===== src/rtl/prog_loader_pkg.sv =====
//==============================================================================
// Module   : prog_loader_pkg
// Purpose  : Shared types and default sizes for the run-time program loader.
// Revision : 1.0 - initial release
//==============================================================================
`default_nettype none

package prog_loader_pkg;

  localparam int ADDR_W_DEF = 3;
  localparam int DATA_W_DEF = 8;
  localparam int NIBBLE_W   = 4;

  typedef enum logic [2:0] {
    ST_IDLE  = 3'd0,
    ST_HI    = 3'd1,
    ST_LO    = 3'd2,
    ST_WRITE = 3'd3,
    ST_DONE  = 3'd4
  } state_e;

endpackage

`default_nettype wire


===== src/rtl/prog_ram.sv =====
//==============================================================================
// Module   : prog_ram
// Purpose  : DEPTH x DATA_W program RAM, synchronous write, asynchronous read.
// Revision : 1.0 - initial release
//==============================================================================
`default_nettype none

module prog_ram
  import prog_loader_pkg::*;
#(
  parameter int ADDR_W = ADDR_W_DEF,
  parameter int DATA_W = DATA_W_DEF
) (
  input  logic              i_clk,
  input  logic              i_we,
  input  logic [ADDR_W-1:0] i_waddr,
  input  logic [DATA_W-1:0] i_wdata,
  input  logic [ADDR_W-1:0] i_raddr,
  output logic [DATA_W-1:0] o_rdata
);

  localparam int DEPTH = 2 ** ADDR_W;

  // No reset: contents must survive reset and successive loads.
  logic [DATA_W-1:0] mem_q [DEPTH];

  always_ff @(posedge i_clk) begin
    if (i_we) begin
      mem_q[i_waddr] <= i_wdata;
    end
  end

  assign o_rdata = mem_q[i_raddr];

endmodule

`default_nettype wire


===== src/rtl/prog_loader.sv =====
//==============================================================================
// Module   : prog_loader
// Purpose  : Pairs strobed nibbles into instruction words and writes them into
//            the program RAM while holding the CPU in reset.
//            Optional running checksum: define PROG_LOADER_CKSUM_EN.
// Revision : 1.0 - initial release
//==============================================================================
`default_nettype none

module prog_loader
  import prog_loader_pkg::*;
#(
  parameter int ADDR_W = ADDR_W_DEF,
  parameter int DATA_W = DATA_W_DEF
) (
  input  logic                i_clk,
  input  logic                i_reset,
  input  logic                i_load,
  input  logic [NIBBLE_W-1:0] i_nibble,
  input  logic                i_strobe,
  input  logic [ADDR_W-1:0]   i_raddr,
  output logic [DATA_W-1:0]   o_rdata,
  output logic                o_cpu_hold,
  output logic                o_busy,
  output logic                o_done,
  output logic [ADDR_W-1:0]   o_waddr,
  output logic                o_phase,
  output logic [DATA_W-1:0]   o_cksum
);

  localparam logic [ADDR_W-1:0] LAST_ADDR = '1;

  state_e                state_q, state_d;
  logic                  strobe_q;
  logic [ADDR_W-1:0]     waddr_q, waddr_d;
  logic [NIBBLE_W-1:0]   hi_q, hi_d;
  logic [NIBBLE_W-1:0]   lo_q, lo_d;
  logic                  w_strobe_edge;
  logic                  w_we;
  logic [DATA_W-1:0]     w_word;

  assign w_strobe_edge = i_strobe & ~strobe_q;
  assign w_word        = DATA_W'({hi_q, lo_q});
  assign w_we          = (state_q == ST_WRITE);

  // strobe_q resets high so a button held through reset yields no edge.
  always_ff @(posedge i_clk) begin
    if (i_reset) begin
      state_q  <= ST_IDLE;
      strobe_q <= 1'b1;
      waddr_q  <= '0;
      hi_q     <= '0;
      lo_q     <= '0;
    end else begin
      state_q  <= state_d;
      strobe_q <= i_strobe;
      waddr_q  <= waddr_d;
      hi_q     <= hi_d;
      lo_q     <= lo_d;
    end
  end

  always_comb begin
    state_d = state_q;
    waddr_d = waddr_q;
    hi_d    = hi_q;
    lo_d    = lo_q;
    unique case (state_q)
      ST_IDLE: begin
        if (i_load) begin
          state_d = ST_HI;
          waddr_d = '0;
          hi_d    = '0;
        end
      end
      ST_HI: begin
        if (w_strobe_edge) begin
          hi_d    = i_nibble;
          state_d = ST_LO;
        end
      end
      ST_LO: begin
        if (w_strobe_edge) begin
          lo_d    = i_nibble;
          state_d = ST_WRITE;
        end
      end
      ST_WRITE: begin
        if (waddr_q == LAST_ADDR) begin
          state_d = ST_DONE;
        end else begin
          waddr_d = waddr_q + ADDR_W'(1);
          state_d = ST_HI;
        end
      end
      ST_DONE: begin
        waddr_d = '0;
        state_d = ST_IDLE;
      end
      default: begin
        state_d = ST_IDLE;
      end
    endcase
  end

  always_comb begin
    o_busy     = (state_q != ST_IDLE);
    o_cpu_hold = (state_q != ST_IDLE);
    o_phase    = (state_q == ST_LO);
    o_done     = (state_q == ST_DONE);
    o_waddr    = waddr_q;
  end

`ifdef PROG_LOADER_CKSUM_EN
  logic [DATA_W-1:0] cksum_q, cksum_d;

  always_comb begin
    cksum_d = cksum_q;
    if (state_q == ST_IDLE && i_load) begin
      cksum_d = '0;
    end else if (w_we) begin
      cksum_d = cksum_q + w_word;
    end
  end

  always_ff @(posedge i_clk) begin
    if (i_reset) begin
      cksum_q <= '0;
    end else begin
      cksum_q <= cksum_d;
    end
  end

  assign o_cksum = cksum_q;
`else
  assign o_cksum = '0;
`endif

  prog_ram #(
    .ADDR_W (ADDR_W),
    .DATA_W (DATA_W)
  ) u_ram (
    .i_clk   (i_clk),
    .i_we    (w_we),
    .i_waddr (waddr_q),
    .i_wdata (w_word),
    .i_raddr (i_raddr),
    .o_rdata (o_rdata)
  );

endmodule

`default_nettype wire


===== config.mk =====
export PLATFORM = sky130hd
export DESIGN_NAME = prog_loader
export DESIGN_NICKNAME = d
export VERILOG_FILES = /design/src/rtl/prog_loader_pkg.sv /design/src/rtl/prog_ram.sv /design/src/rtl/prog_loader.sv
export SDC_FILE = /design/constraint.sdc
export NUM_CORES = 1
export LEC_CHECK = 0
export CORE_AREA = 2 2 78 80
export DETAILED_ROUTE_END_ITERATION = 6
export DIE_AREA = 0 0 80 82
export GPL_ROUTABILITY_DRIVEN = 0
export PLACE_DENSITY = 0.82
export SYNTH_ARGS = -nofsm -noshare
export SYNTH_HDL_FRONTEND = slang
export SYNTH_SLANG_ARGS = --single-unit

===== constraint.sdc =====
create_clock -name i_clk -period 4.1 [get_ports i_clk]
set_clock_uncertainty 0.2 [all_clocks]
set_input_delay 1.23 -clock i_clk [delete_from_list [all_inputs] [get_ports i_clk]]
set_output_delay 1.23 -clock i_clk [all_outputs]
set_load 0.05 [all_outputs]

==> impl_results.md <==
- Gr usage total: 0.202
- Run status: finished, final reports clean
- Iter 0 DRT Violations: 155
- Initial core utilization: 0.582
- Overall power after layout: 1.48 mW
- Clock insertion delay at the later pin of the skew report: 340 ps
- Slew Limit Fails: 0
- Remaining global-route overflow: 0
- Worst min path class: register to register
- Post-Syn Instances: 199
- Chip height: 82 µm
- Clock net sink count: 79
- Via count: 1795
- Signal arrival time at the worst endpoint: 2600 ps
- Setup repair after global routing missed its margin: false
- Fraction of the cycle the final worst path needs: 0.982
- Fraction of the yosys area taken by sequential cells: 0.665
- Max-capacitance violation count: 0
- DRC violations left: 0
- Count of final setup violators: 0
- Final hold violations: 0
- Critical path type: input port to output pin
- Net count reported at finish: 245
- Antenna violations before repair: 0
- Final non-filler cell area: 3900 µm²
- Number of buffers created by CTS: 9
- Routed via count divided by cell count: 5.75
- Async S/R FF share, synth: 0
- Standby leakage power: 1.31 nW
- Aggregate routed wire length: 6.01 mm
- Number of top-level design ports: 34
- Total of hold buffers inserted after clock tree synthesis: 0
- Layout Utilization: 0.678
- Number of cell rows: 28
- CTS H-Tree Depth: 3
- Relative area change from synthesis to final layout: 16.6%
- Vias in the first global route: 1722
- CTS Root Buffer Type: sky130_fd_sc_hd__clkbuf_8
- Layout cell share with drive strength beyond 1: 0.194
- Synthesis warning total: 0
- Dpl cell area: 3650 µm²
- Antenna diode instance count: 0
- Yosys reg bits: 79
- DR WL/cell: 19.3 µm
- WP data required: 2670 ps
- Average cell area after synthesis: 16.8 µm²
- Nature of the critical path endpoint: output pin
- First-pass detailed-route iteration total: 4
- Total Die Area: 6560 µm²
- Total core area: 5750 µm²
- Port bufs: 25
- Largest net degree at the start of global routing: 20
- Wire length of the first global-routing pass: 9.27 mm
- EDFF count, synth: 64
- Most frequent cells in the layout: sky130_fd_sc_hd__edfxtp_1, sky130_fd_sc_hd__mux4_1, sky130_fd_sc_hd__dfxtp_1, sky130_fd_sc_hd__clkdlybuf4s50_1, sky130_fd_sc_hd__nand2b_1
- Fmax: 0.248 GHz
- CTS tree: yes
- Maximum count of clock buffers along a single path: 2
- Dominant synthesized flop cell: sky130_fd_sc_hd__edfxtp_1
- Power per unit of standard cell area: 381 nW/µm²
- Headroom to the max-slew limit: 0.419
- Sum of net half-perimeters after detailed placement: 3.79 mm
- Netlist cell types: 34
- Type of element launching the critical path: input port
- Post-synthesis cell area: 3340 µm²
- Most common cell after layout, fill and taps aside: sky130_fd_sc_hd__edfxtp_1
- Actual slew at the worst max-slew pin: 868 ps
- Number of routed nets with antenna violations: 0
- CP max FO: 8
- Final critical delay including setup and external delays: 4030 ps
- DIE WIDTH: 80 µm
- VDD IR-drop max: 248 µV
- Reg clk slew, reported paths: 80 ps
==> where the power goes <==
group	total, mW	switching [mW]	leakage (nW)	internal [mW]
Sequential	0.864	0.00576	0.693	0.858
Combinational	0.134	0.0765	0.530	0.0577
Clock	0.487	0.252	0.0901	0.235
==> repair_timing <==
action / CTS / global route
setup endpoints to repair: 8 / 0
gates resized for setup: 12 / 0
buffers inserted: 0 / 0
hold endpoints to repair: 0 / 0
==> final cells by class <==
type | instances | area [µm²]
clock buffers | 12 | 145
clock inverters | 4 | 23.8
fillers | 391 | 1850
inverters | 1 | 3.75
multi-input cells | 106 | 1010
flip-flops and latches | 79 | 2220
well taps | 75 | 93.8
repair buffers | 35 | 400
==> cell usage after synthesis (4+ instances only) <==
cell / number / area, µm²
sky130_fd_sc_hd__edfxtp_1: 64 / 1920
sky130_fd_sc_hd__dfxtp_1: 15 / 300
sky130_fd_sc_hd__mux4_1: 15 / 394
sky130_fd_sc_hd__nand2b_1: 12 / 75.1
sky130_fd_sc_hd__buf_4: 9 / 67.6
sky130_fd_sc_hd__mux2_2: 9 / 101
sky130_fd_sc_hd__nand3_1: 9 / 45.0
sky130_fd_sc_hd__nor2_1: 8 / 30.0
sky130_fd_sc_hd__clkbuf_1: 6 / 22.5
sky130_fd_sc_hd__nor3_1: 5 / 25.0
sky130_fd_sc_hd__o21ai_0: 5 / 25.0
sky130_fd_sc_hd__a31oi_1: 4 / 25.0
sky130_fd_sc_hd__mux2i_1: 4 / 40.0
==> routing by layer <==
metal,routed length (µm),vias up,track usage
met1,2510,878,0.264
met4,35,0,0.0864
li1,-,844,-
met2,3120,66,0.338
met3,345,7,0.0341
met5,0,-,0
==> cells by family (layout without fill, tap and decap cells) <==
group           after synthesis  in the layout  share of synthesized area
mux                          29             29                      0.167
fa+ha+maj                     2              2                    0.00749
simple gates                 51             51                     0.0883
buf+inv                      21             52                     0.0416
other cells                   1              8                    0.00112
flops                        79             79                      0.665
compound gates               16             16                     0.0296
==> state kept, by name, indices dropped and copies added, names as in the netlist <==
name	cells
state_q	3
o_waddr	3
strobe_q	1
lo_q	4
u_ram.mem_q	64
hi_q	4
==> worst paths after layout <==
path,endpoint,startpoint,cells past startpoint,slack [ps]
worst max-delay path,o_rdata[3],i_raddr[1],5,70
worst min-delay path,u_ram.mem_q[1][3],lo_q[3],0,390
worst max register to register,u_ram.mem_q[5][5],state_q[1],3,1810
worst min register to register,u_ram.mem_q[1][3],lo_q[3],0,390
==> critical path: stages <==
cell                     delay, ps
sky130_fd_sc_hd__buf_2         170
sky130_fd_sc_hd__buf_12        150
sky130_fd_sc_hd__mux4_1        560
sky130_fd_sc_hd__mux2_2        280
sky130_fd_sc_hd__buf_4         190
==> through the flow <==
step	hold WS (ps)	std cells	TNS, ps	setup slack [ps]
after global routing	419	312	0	41.5
after CTS	384	312	0	67.7
final	387	312	0	72.1
after floorplan	313	206	0	277
after detailed placement	377	294	-2280	-304
after global placement	354	294	-2080	-270
No activity file was read; power rests on OpenSTA's default activity.
